## config.mk

```make
export PLATFORM = sky130hd
export DESIGN_NAME = regfile_mp
export DESIGN_NICKNAME = d
export VERILOG_FILES = /design/src/rtl/regfile_mp.sv
export SDC_FILE = /design/constraint.sdc
export NUM_CORES = 2
export LEC_CHECK = 0
export CORE_MARGIN = 5
export CORE_UTILIZATION = 60
export DETAILED_ROUTE_END_ITERATION = 6
export GPL_TIMING_DRIVEN = 0
export PLACE_DENSITY = 0.76
export RECOVER_POWER = 25
export SETUP_SLACK_MARGIN = 0.3
export SLEW_MARGIN = 10
export SYNTH_ARGS = -nofsm -noshare
export SYNTH_HDL_FRONTEND = slang
export SYNTH_SLANG_ARGS = --single-unit
export TNS_END_PERCENT = 10
```

## constraint.sdc

```tcl
create_clock -name Clk -period 3.15 [get_ports Clk]
set_clock_uncertainty 0.05 [all_clocks]
set_input_delay 0.4725 -clock Clk [delete_from_list [all_inputs] [get_ports Clk]]
set_output_delay 0.4725 -clock Clk [all_outputs]
set_load 0.005 [all_outputs]
```

## src/rtl/regfile_mp.sv

```systemverilog
// Parametrised multi-read-port register file with same-cycle write bypass
// and a per-register busy scoreboard for multi-cycle producers.
module regfile_mp #(
  parameter int DATA_W   = 32,
  parameter int ADDR_W   = 5,
  parameter int NUM_RD   = 2,
  parameter int ZERO_REG = 1
) (
  input  logic                     Clk,
  input  logic                     reset,
  input  logic [NUM_RD*ADDR_W-1:0] rd_addr,
  output logic [NUM_RD*DATA_W-1:0] rd_data,
  output logic [NUM_RD-1:0]        rd_busy,
  input  logic                     wr_en,
  input  logic                     wr_kill,
  input  logic [ADDR_W-1:0]        wr_addr,
  input  logic [DATA_W-1:0]        wr_data,
  input  logic                     busy_set,
  input  logic [ADDR_W-1:0]        busy_addr
);

  localparam int DEPTH = 1 << ADDR_W;
  localparam bit ZR    = (ZERO_REG != 0);

  logic [DATA_W-1:0] mem [DEPTH];
  logic [DEPTH-1:0]  busy;
  logic [DEPTH-1:0]  busy_next;
  logic              we;
  logic              set_ok;

  // Gating with reset keeps the bypass from leaking a write while reset is held.
  assign we     = reset & wr_en & ~wr_kill & ~(ZR && (wr_addr == '0));
  assign set_ok = reset & busy_set & ~(ZR && (busy_addr == '0));

  // Clear first, then set, so a new producer wins over a retiring one.
  always_comb begin
    busy_next = busy;
    if (we)     busy_next[wr_addr]   = 1'b0;
    if (set_ok) busy_next[busy_addr] = 1'b1;
  end

  always_ff @(posedge Clk or negedge reset) begin
    if (!reset) begin
      for (int i = 0; i < DEPTH; i++) mem[i] <= '0;
      busy <= '0;
    end else begin
      if (we) mem[wr_addr] <= wr_data;
      busy <= busy_next;
    end
  end

  for (genvar k = 0; k < NUM_RD; k++) begin : g_rd
    logic [ADDR_W-1:0] addr;
    logic              hit;
    assign addr = rd_addr[k*ADDR_W +: ADDR_W];
    assign hit  = we && (wr_addr == addr);

    always_comb begin
      rd_data[k*DATA_W +: DATA_W] = mem[addr];
      if (ZR && (addr == '0))
        rd_data[k*DATA_W +: DATA_W] = '0;
      else if (hit)
        rd_data[k*DATA_W +: DATA_W] = wr_data;
    end

    assign rd_busy[k] = busy[addr] & ~(hit & ~(busy_set & (busy_addr == wr_addr)));
  end

endmodule

```

== Yosys cells after proc, flatten, opt, wreduce, memory -nomap -nowiden ==
Cells that the tools add are included.

* Bits of input ports: 57
* Word-level logic and storage cells: 100
* Output and inout bits: 66
* Flip-flop bits (word level): 1056

* Bitwise gates (word level): 22
* Eq/ne operators: 3
* $lt $le $gt $ge: 10
* Reduce and logical (&&, ||, !) cells: 9
* Mux-type cells: 23

{| class="wikitable"
|+ Operator list
! cell !! count
|-
| 1024-bit bitwise mux || 1
|-
| 32-bit two-way mux || 11
|-
| 32-bit binary-select mux with 5-bit select || 2
|-
| 32-bit demux with 5-bit select || 1
|-
| 32-bit AND || 1
|-
| 32-bit inverter || 1
|-
| 32-bit bitwise OR || 1
|-
| 5-bit by 6-bit less-than comparator with 1-bit output (second input constant) || 4
|-
| 5-bit logical NOT || 4
|-
| 6-bit >= comparator (second input constant) || 3
|-
| 5-bit inverter with 6-bit output || 3
|-
| 5-bit equality test || 3
|-
| 1-bit AND || 10
|-
| 1-bit binary-select mux with 5-bit select || 2
|-
| 1-bit demux with 5-bit select || 2
|-
| 5-bit by 1-bit >= comparator with 1-bit output (second input constant) || 2
|-
| 6-bit by 1-bit less-than comparator with 1-bit output (second input constant) || 1
|-
| 1-bit inverter || 6
|-
| 1-bit logical AND || 5
|-
| 1-bit two-way mux || 4
|}

== Logic depth before layout (Yosys ltp) ==
* Depth in word-level cells: 9
* Depth in mapped cells: 9
* Gate-level depth less buffers: 5

== Least setup slack after synthesis ==
OpenSTA, ideal clock, no wires.

* Kind: input-to-output
* From: in rd_addr[6]
* To: out rd_data[33]
* Buffers on the path: 3
* Arrival: 1995 ps
* Stages on the path: 7
* Slack: 632 ps
* Data required time: 2627 ps
* Cells stage by stage: buf_2 -> buf_2 -> buf_2 -> mux4_2 -> mux2_2 -> o2111ai_1 -> o221ai_1

* Word-level cells in the longest chain between the ends: 6
* Elaborated cells between the ends (all ways): 9
* Classes of those cells: 1 x eq/ne; 5 x mux; 1 x bitwise; 2 x reduce/logical

{| class="wikitable"
|+ Ends and longest elaborated chain
! element !! line !! text
|-
| from (decl) || 11 || <nowiki>input logic [NUM_RD*ADDR_W-1:0] rd_addr,</nowiki>
|-
| 5-bit inverter with 6-bit output (not written as such) || 59 || <nowiki>rd_data[k*DATA_W +: DATA_W] = mem[addr];</nowiki>
|-
| 32-bit binary-select mux with 5-bit select || 59 ||
|-
| 32-bit two-way mux (not written as such) (2 in series) || 59 ||
|-
| 32-bit two-way mux || 62 || <nowiki>else if (hit)</nowiki>
|-
| 32-bit two-way mux * || 60 || <nowiki>if (ZR && (addr == '0))</nowiki>
|-
| to (decl) || 12 || <nowiki>output logic [NUM_RD*DATA_W-1:0] rd_data,</nowiki>
|}

Every way passes the cells marked *; elsewhere a longest branch is shown, timed or not. The select of a mux whose other input is x is not followed.

== Worst setup path after layout ==
* From: in wr_kill
* To: reg mem[42] (netlist name)

* Word-level cells in the longest chain between the ends: 3

{| class="wikitable"
|+ Ends and longest elaborated chain
! element !! line !! text
|-
| from (decl) || 15 || <nowiki>input logic wr_kill,</nowiki>
|-
| 1-bit inverter || 32 || <nowiki>assign we = reset & wr_en & ~wr_kill & ~(ZR && (wr_addr == '0));</nowiki>
|-
| 1-bit AND (2 in series) || 32 ||
|-
| to (signal, indexed assignment) || 47 || <nowiki>if (we) mem[wr_addr] <= wr_data;</nowiki>
|-
| to (decl) || 25 || <nowiki>logic [DATA_W-1:0] mem [DEPTH];</nowiki>
|}

Every way passes these cells.
A chain may end at the register's enable or synchronous reset.

==> impl_metrics.py <==
metrics = {
    "status": {
        "status": "complete, but fails checks",
        "violations": "capacitance limit, slew limit, setup timing",
    },
    "sta": {
        "whs_ns": 0.280,
        "relSlewSlack": -0.456,
        "fin_crit_sh": 1.02,
        "rsz0062_at_grt": "true",
        "setup_ws_ns": -0.0730,
        "final-setup-viol-count": 19,
        "fmax_mhz": 310,
        "hold_violations": 0,
        "max_slew.worst_pin.slew_ns": 2.18,
        "slew_viol_final": 214,
        "period_needed_ns": 3.22,
    },
    "logic_synthesis": {
        "netlist_top_cells_count": "1056 x dfrtp_1, 1038 x mux2_2, 443 x mux4_2, 186 x buf_2",
        "synth_edf_count": 0,
        "yosys.cell_types.count": 63,
        "syn_area_sq_um": 57300,
        "synth_cells": 3985,
        "async_reset_ff_frac": 1.00,
        "yosys.area.top_type": "dfrtp_1",
        "ys_seq_area_frac": 0.461,
        "syn_nets": 4042,
        "ys_seq_elements": 1056,
        "synth_area_per_cell_sq_um": 14.4,
        "ys_top_cells_by_area": "dfrtp_1 46%, mux2_2 20%, mux4_2 17%, mux2i_1 3.2%, buf_2 1.6%",
        "synth_top_area_share": 0.461,
        "synth.most_common_cell": "dfrtp_1",
        "yosys_warnings": 0,
        "synthFlopType": "dfrtp_1",
    },
    "cts": {
        "ctsRootBufferMaster": "clkbuf_16",
        "cts.clk_slew.worst_paths_ns": 0.07,
        "cts_buffers": 115,
        "clk_latency_ns": 0.75,
        "cts_sinks": 1056,
        "htree_num_levels": 3,
        "clockBufferDepth": 3,
        "cts_tree": "done",
    },
    "global_routing": {
        "grt_max_degree": 142,
        "first_global_vias": 46381,
        "antenna_found_initial": 41,
        "globalRouteTotalUtil": 0.578,
        "overflow": 0,
        "grt_pass1_wl_um": 397000,
    },
    "critical_path": {
        "critPathMaxFanout": 10,
        "cp-start-kind": "primary input",
        "worstPathArrival_ns": 3.81,
        "cp-end-kind": "register",
        "reg2reg_slack_ns": 2.15,
        "cp.required_ns": 3.74,
        "worstSetupPathType": "in2reg",
    },
    "detailed_routing": {
        "ant_nets": 0,
        "drt_iter0_markers": 8589,
        "detail_route.wl_per_cell_um": 51.0,
        "num_vias": 47958,
        "drt-vias-per-instance": 8.19,
        "dr.pass1.iters": 7,
        "totalWireLength_um": 299000,
        "drc": 0,
    },
    "floorplan": {
        "dieArea_sq_um": 102000,
        "coreArea_sq_um": 94900,
        "die_x_um": 319,
        "start_util": 0.604,
        "ios": 123,
        "die_h_um": 319,
        "fp-row-count": 113,
    },
    "pwr": {
        "switching_share": 0.295,
        "clkPwrFrac": 0.383,
        "power_frac_comb": 0.195,
        "p_int_w": 0.0260,
        "vdd.ir_drop.worst_v": 0.000519,
        "p_leak_nw": 32.7,
        "pwr-share-seq": 0.422,
        "power.switching_w": 0.0109,
        "power_density_nw_per_um2": 518,
    },
    "cells_and_area": {
        "fillerInstances": 5756,
        "fin_nets": 4530,
        "utilization": 0.751,
        "fin_cells": 5853,
        "drive_above_1_share": 0.548,
        "area_growth_pct": 24.4,
    },
    "place": {
        "dp_hpwl_um": 187000,
        "post-place-ws_ns": -2.71,
        "gp_congestion": 1.08,
        "portBuffers": 112,
        "place_inst": 5376,
    },
    "job": {
        "timing.max_cap.violations": 5,
    },
    "min_path": {
        "min-delay-path-class": "in2reg",
    },
}
## cell families (layout without fill, tap and decap cells)
family	Yosys count	after routing	synth area share
AOI/OAI and AO/OA	401	401	0.0468
and+or+nand+nor	370	370	0.0333
DFF	1056	1056	0.461
buffers and inverters	472	1046	0.0435
muxes	1671	1671	0.413
other	0	29	0
xor gates and xnor gates	15	15	0.00229
## registers in the layout, summed over array words and instances (netlist names)
register  flops
busy         32
mem        1024
## repair_timing
action,in CTS,in global routing
pin swaps,110,20
cloned,20,1
endpoints found under the hold margin,165,0
setup endpoints to repair,1059,102
hold buffers,7,0
gates resized for setup,1133,47
buffers inserted,190,29
## cell type report
class                      instances  area [sq um]  share of cell area
multi-input combinational       2457         30100               0.422
sequential                      1056         26400               0.371
clock inverter                    36           488             0.00685
tap                             1265          1580              0.0222
clock buffer                     167          3330              0.0468
timing repair buffer             373          4110              0.0576
inverter                          18          76.3             0.00107
buffer                           452          5130              0.0720
antenna                           29          72.6             0.00102
## per-stage QoR
step	power, W	setup TNS, ns	cell area, sq um
global placement	0.0210	-	60000
detailed placement	0.0214	-1121.72	60400
CTS	0.0361	0	70900
global route	0.0374	-0.000391	71200
finish	0.0369	-0.793	71300
floorplan	0.0188	0	57300
## layout by cell type, fill, tap and decap left out, types with 12 or more instances in the layout
cell and instances:
nor2b_1 17, clkdlybuf4s50_1 35, a22oi_1 23, mux2i_1 160
buf_4 164, mux4_2 445, clkinv_2 18, buf_1 14
diode_2 29, mux2i_4 14, nor4_4 13, nor3_1 26
clkbuf_16 141, clkbuf_2 14, nor2_1 42, mux2_2 1036
dlygate4sd2_1 29, buf_2 131, nand3_1 58, dfrtp_1 1056
nor3_2 18, o22ai_1 82, inv_1 16, buf_16 68
a21oi_1 39, a21oi_2 21, a221oi_1 23, buf_8 23
o21ai_0 43, o21ai_1 18, clkbuf_8 46, nand2_1 81
o22ai_2 34, clkbuf_1 151, o22ai_4 13, a221o_1 23
buf_6 29, clkbuf_4 12, buf_12 112
## final timing paths
check	depth (start not counted)	from	to
min reg2reg	1	mem[1002]	mem[1002]
max	7	wr_kill	mem[42]
max in group asynchronous	5	reset	busy[25]
min	3	busy_addr[2]	busy[20]
min in group asynchronous	4	reset	mem[856]
max reg2reg	2	mem[900]	mem[900]
## per-layer routing
| metal | track usage | share of wire |
|---|---|---|
| met1 | 0.671 | 0.32 |
| met2 | 0.742 | 0.38 |
| met3 | 0.360 | 0.18 |
| met4 | 0.485 | 0.12 |
| met5 | 0.0324 | 0.0024 |
## power groups by stage
stage          Clock [W]  Combinational, W  Sequential [W]
2_1_floorplan          0           0.00335          0.0154
3_3_place_gp           0           0.00538          0.0157
5_1_grt           0.0146           0.00720          0.0156
6_report          0.0142           0.00719          0.0156
3_5_place_dp           0           0.00567          0.0157
4_1_cts           0.0139           0.00669          0.0155
## critical path, stage by stage
cell and delay [ns]:
dlygate4sd2_1 0.24, and3b_2 0.29, buf_4 0.16, nand3b_2 0.30
nor2_1 1.22, buf_2 0.67, mux2_2 0.41
No activity file was read; power rests on OpenSTA's default activity.
